## config.mk

```make
export PLATFORM = sky130hd
export DESIGN_NAME = instr_word_encoder
export DESIGN_NICKNAME = d
export VERILOG_FILES = /design/src/rtl/instr_word_encoder.sv
export SDC_FILE = /design/constraint.sdc
export NUM_CORES = 1
export LEC_CHECK = 0
export ABC_AREA = 1
export CORE_UTILIZATION = 41
export DETAILED_ROUTE_END_ITERATION = 10
export GPL_TIMING_DRIVEN = 1
export PLACE_DENSITY = 0.81
export SLEW_MARGIN = 30
export SYNTH_ARGS = -nofsm -noshare
export SYNTH_HDL_FRONTEND = slang
export SYNTH_SLANG_ARGS = --single-unit
export TNS_END_PERCENT = 30
```

## constraint.sdc

```tcl
create_clock -name clk -period 1.7 [get_ports clk]
set_input_delay 0.34 -clock clk [delete_from_list [all_inputs] [get_ports clk]]
set_output_delay 0.34 -clock clk [all_outputs]
set_load 0.005 [all_outputs]
```

## src/rtl/instr_word_encoder.sv

```systemverilog
// Encodes symbolic instruction fields into 32-bit MIPS words and streams them into imem at load time.
// Optional INSTR_CHECKSUM_EN adds an XOR checksum of every word written in the current session.
module instr_word_encoder #(
    parameter int unsigned ADDR_W = 6,
    parameter int unsigned DEPTH  = 64
) (
    input  logic              clk,
    input  logic              rst,
    input  logic              start,
    input  logic              finish,
    input  logic              in_valid,
    output logic              in_ready,
    input  logic [3:0]        op_sel,
    input  logic [4:0]        rs,
    input  logic [4:0]        rt,
    input  logic [4:0]        rd,
    input  logic [4:0]        shamt,
    input  logic [15:0]       imm,
    input  logic [25:0]       jaddr,
    output logic              imem_we,
    output logic [ADDR_W-1:0] imem_addr,
    output logic [31:0]       imem_wdata,
    output logic [ADDR_W:0]   word_count,
    output logic              done,
    output logic              err
`ifdef INSTR_CHECKSUM_EN
    ,
    output logic [31:0]       checksum
`endif
);

    typedef enum logic [1:0] {StIdle, StLoad, StDone} state_e;

    localparam logic [ADDR_W:0] DepthC = (ADDR_W + 1)'(DEPTH);
    localparam logic [ADDR_W:0] LastC  = DepthC - 1'b1;

    state_e            state_q, state_d;
    logic [ADDR_W:0]   count_q, count_d;
    logic              we_q, we_d;
    logic [ADDR_W-1:0] addr_q, addr_d;
    logic [31:0]       wdata_q, wdata_d;
    logic              err_q, err_d;
`ifdef INSTR_CHECKSUM_EN
    logic [31:0]       cks_q, cks_d;
`endif

    logic        legal;
    logic [31:0] enc;
    logic        accept;

    always_comb begin
        legal = 1'b1;
        enc   = '0;
        case (op_sel)
            4'd0:    enc = {6'h00, rs, rt, rd, 5'd0, 6'h20};
            4'd1:    enc = {6'h00, rs, rt, rd, 5'd0, 6'h22};
            4'd2:    enc = {6'h00, rs, rt, rd, 5'd0, 6'h24};
            4'd3:    enc = {6'h00, rs, rt, rd, 5'd0, 6'h25};
            4'd4:    enc = {6'h00, rs, rt, rd, 5'd0, 6'h27};
            4'd5:    enc = {6'h00, rs, rt, rd, 5'd0, 6'h2a};
            4'd6:    enc = {6'h00, 5'd0, rt, rd, shamt, 6'h00};
            4'd7:    enc = {6'h00, 5'd0, rt, rd, shamt, 6'h02};
            4'd8:    enc = {6'h23, rs, rt, imm};
            4'd9:    enc = {6'h2b, rs, rt, imm};
            4'd10:   enc = {6'h04, rs, rt, imm};
            4'd11:   enc = {6'h08, rs, rt, imm};
            4'd12:   enc = {6'h02, jaddr};
            default: legal = 1'b0;
        endcase
    end

    // Accepted-but-unwritten words never exist: count_q already includes the word on the bus.
    assign in_ready = (state_q == StLoad) && !start && (count_q < DepthC);
    assign accept   = in_valid && in_ready;

    always_comb begin
        state_d = state_q;
        count_d = count_q;
        we_d    = 1'b0;
        addr_d  = addr_q;
        wdata_d = wdata_q;
        err_d   = err_q;
`ifdef INSTR_CHECKSUM_EN
        cks_d   = cks_q;
`endif
        if (start) begin
            state_d = StLoad;
            count_d = '0;
            err_d   = 1'b0;
`ifdef INSTR_CHECKSUM_EN
            cks_d   = '0;
`endif
        end else begin
            if (accept) begin
                if (legal) begin
                    we_d    = 1'b1;
                    addr_d  = count_q[ADDR_W-1:0];
                    wdata_d = enc;
                    count_d = count_q + 1'b1;
`ifdef INSTR_CHECKSUM_EN
                    cks_d   = cks_q ^ enc;
`endif
                    if (count_q == LastC) state_d = StDone;
                end else begin
                    err_d = 1'b1;
                end
            end
            if (finish && state_q == StLoad) state_d = StDone;
        end
    end

    always_ff @(posedge clk or posedge rst) begin
        if (rst) begin
            state_q <= StIdle;
            count_q <= '0;
            we_q    <= 1'b0;
            addr_q  <= '0;
            wdata_q <= '0;
            err_q   <= 1'b0;
`ifdef INSTR_CHECKSUM_EN
            cks_q   <= '0;
`endif
        end else begin
            state_q <= state_d;
            count_q <= count_d;
            we_q    <= we_d;
            addr_q  <= addr_d;
            wdata_q <= wdata_d;
            err_q   <= err_d;
`ifdef INSTR_CHECKSUM_EN
            cks_q   <= cks_d;
`endif
        end
    end

    // A start arriving while a write is on the bus cancels that write.
    assign imem_we    = we_q && !start;
    assign imem_addr  = addr_q;
    assign imem_wdata = wdata_q;
    assign word_count = count_q;
    assign done       = (state_q == StDone);
    assign err        = err_q;
`ifdef INSTR_CHECKSUM_EN
    assign checksum   = cks_q;
`endif

endmodule

```

==> metrics.txt, run 1 <==
Peak VDD IR 0.505 mV; Setup CP Type reg2out; fin cells 575; share of the synthesized area in the top cell type 0.469; Mapped Cells 345; proportion of layout cells with a drive suffix above 1 0.130; I/O pin count 120; Starting Density 0.423; crit path time final 1.64 ns; routed len/inst 12.5 µm; crit-path cells clkdlybuf4s50_1; Starting DRT DRC Count 131; Worst Path Required 1.36 ns; critical path depth in cells 1; filler cell count 493; Final Setup Violations 0; largest net degree at the start of global routing 48; Final Util 0.717; hold crit path type in2async; Startpoint Class flop; Max-cap violations 0; CTS root buf clkbuf_8; DIE AREA 6430 µm²; top_reg_cell synth dfrtp_1; Synth Cell Area 2510 µm²; layout net count 571; outcome completed; CP delay by family, top buffers and inverters; area of the multi-input gates 1120 µm²; # rows 28; Worst Path Arrival 1.30 ns; DRT Wirelength 7180 µm; Placed Cells 559; reg2reg setup slack 0.07 ns; Async SR Flop Fraction 1.00; register area share after synthesis 0.469; area delta synth->final 69.4%; crit-path max FO 6; max-slew violations 0; clk sinks 47; initial antenna violation count 0; syn nets 417; pwr dens 757 nW/µm²; Fin. Hold Viols 0; FF/Latch Area 1180 µm²; crit path buf inv count 1; detailed-route via count 2,778; Via density 4.83; vias in the first global route 2,563; first-pass GRT wire length 11,300 µm; H-tree depth 2; largest stage delay on the critical path 0.54 ns; Critical-path top delay cell clkdlybuf4s50_1; Post-DP HPWL 5270 µm; hold buffer count at cts 0; Die Wd 80.2 µm; count of input and output buffers 118; CTS tree yes; Fmax achieved 0.611 GHz; worst-skew pair later-pin latency 0.30 ns; gpl congestion 0.851; Reg2Reg Depth 9; CTS Buffer Depth 2; Mapped Avg Cell Area 7.26 µm²; synth top area cells dfrtp_1 47%, nand2_1 18%, nand3_1 6.0%, o21ai_0 6.0%, inv_1 4.9%; Final period util 0.963; skew final 0.00461 ns; TritonRoute pass-1 iters 5; Post-synth EDFFs 0; CP endpoint kind output port; die height 80.2 µm; most instantiated cells after synthesis 123 x nand2_1, 47 x dfrtp_1, 33 x inv_1; leakage 2.00 nW; Core Area 5920 µm²; drc violations 0; Routed Antenna Nets 0; area leader, netlist dfrtp_1; CTS buffer count 5; grt ovf 0; YS warnings 0; # diodes 0; clock slew at reported path FFs 0.09 ns; Global Route Usage Sum 0.227; flops & latches, synth 47; top-count cell post-synth nand2_1; Yosys cell types 23
==> what timing repair did <==
item	4_1_cts	5_1_grt
cloned	0	3
setup buffers	0	5
endpoints found under the hold margin	0	0
setup endpoints to repair	2	14
pin swaps	0	2
resized for setup	3	14
==> state kept, by name, indices dropped and copies added, names as in the netlist <==
| name | count |
|---|---|
| word_count | 7 |
| imem_wdata | 30 |
| state_q | 2 |
| err | 1 |
| we_q | 1 |
| imem_addr | 6 |
==> worst register-to-register path, delay by kind of cell (launching register included) <==
family / cells / cell delay, ns
and+or+nand+nor: 4 / 0.55
buffers and inverters: 3 / 0.44
DFF: 1 / 0.40
AOI/OAI and AO/OA: 2 / 0.15
==> layer usage <==
layer / GRT usage / share of wire / vias to the layer above
met3: 0.0409 / 0.063 / 8
li1: - / - / 1399
met4: 0.0893 / 0.010 / 0
met1: 0.281 / 0.44 / 1268
met2: 0.390 / 0.49 / 103
met5: 0 / 0 / -
==> layout by cell type (no fill, tap or decap), types with 3 or more instances in the layout <==
cell type          n
o21ai_0           28
clkbuf_8           5
buf_12             6
nand4_1            8
a21oi_1            8
nor2_4             5
clkdlybuf4s50_1  114
dfrtp_1           46
buf_4             32
buf_6              3
nand3_1           30
nand2_1          123
nor2_1            29
inv_1             32
o21ai_1            6
==> through the flow <==
step           hold WS [ns]  setup WS [ns]  power, mW  cell area (µm²)  setup TNS, ns
2_1_floorplan         0.403          0.244       1.78             2510              0
4_1_cts               0.395        0.00520       3.20             4110              0
3_5_place_dp          0.469         -0.260       2.50             4020          -7.41
3_3_place_gp          0.456         -0.184       2.48             4020          -4.78
6_report              0.380         0.0626       3.22             4250              0
5_1_grt               0.430       -0.00647       3.40             4250        -0.0112
==> final timing paths <==
| kind | start | end |
|---|---|---|
| min in group clk | start | word_count[6] |
| setup / recovery | word_count[1] | word_count[1] |
| max in group asynchronous | rst | word_count[2] |
| setup reg to reg | state_q[1] | imem_wdata[23] |
| hold / removal | rst | err |
| hold reg to reg | imem_wdata[5] | imem_wdata[5] |
==> cell families (layout without fill, tap and decap cells) <==
family / after synthesis / after routing / share of synthesized area
buf+inv: 49 / 204 / 0.0869
flops: 47 / 47 / 0.469
simple gates: 202 / 202 / 0.345
compound gates: 45 / 45 / 0.0919
fa+ha+maj: 1 / 1 / 0.00499
other cells: 1 / 1 / 0.00150
==> final cells by class <==
cell class | instances | area share
Timing Repair Buffer | 162 | 0.385
Sequential cell | 47 | 0.277
Multi-Input combinational cell | 249 | 0.265
Inverter | 34 | 0.0306
Tap cell | 75 | 0.0221
Clock buffer | 5 | 0.0162
Clock inverter | 3 | 0.00442
==> power by group <==
part | switching, mW | total [mW] | internal [mW] | leakage (nW)
clock network | 0.403 | 0.694 | 0.290 | 0.0483
logic | 0.396 | 1.09 | 0.693 | 1.36
registers | 0.120 | 1.43 | 1.31 | 0.591
total | 0.919 | 3.22 | 2.30 | 2.00
Power figures use the tool's default switching activity.
==> inputs of run 2 (changes only) <==
Settings changed: CTS_CLUSTER_SIZE set to 20.
==> results of run 2 <==
Same layout as run 1: the final DEF is identical, and so are final timing and power.
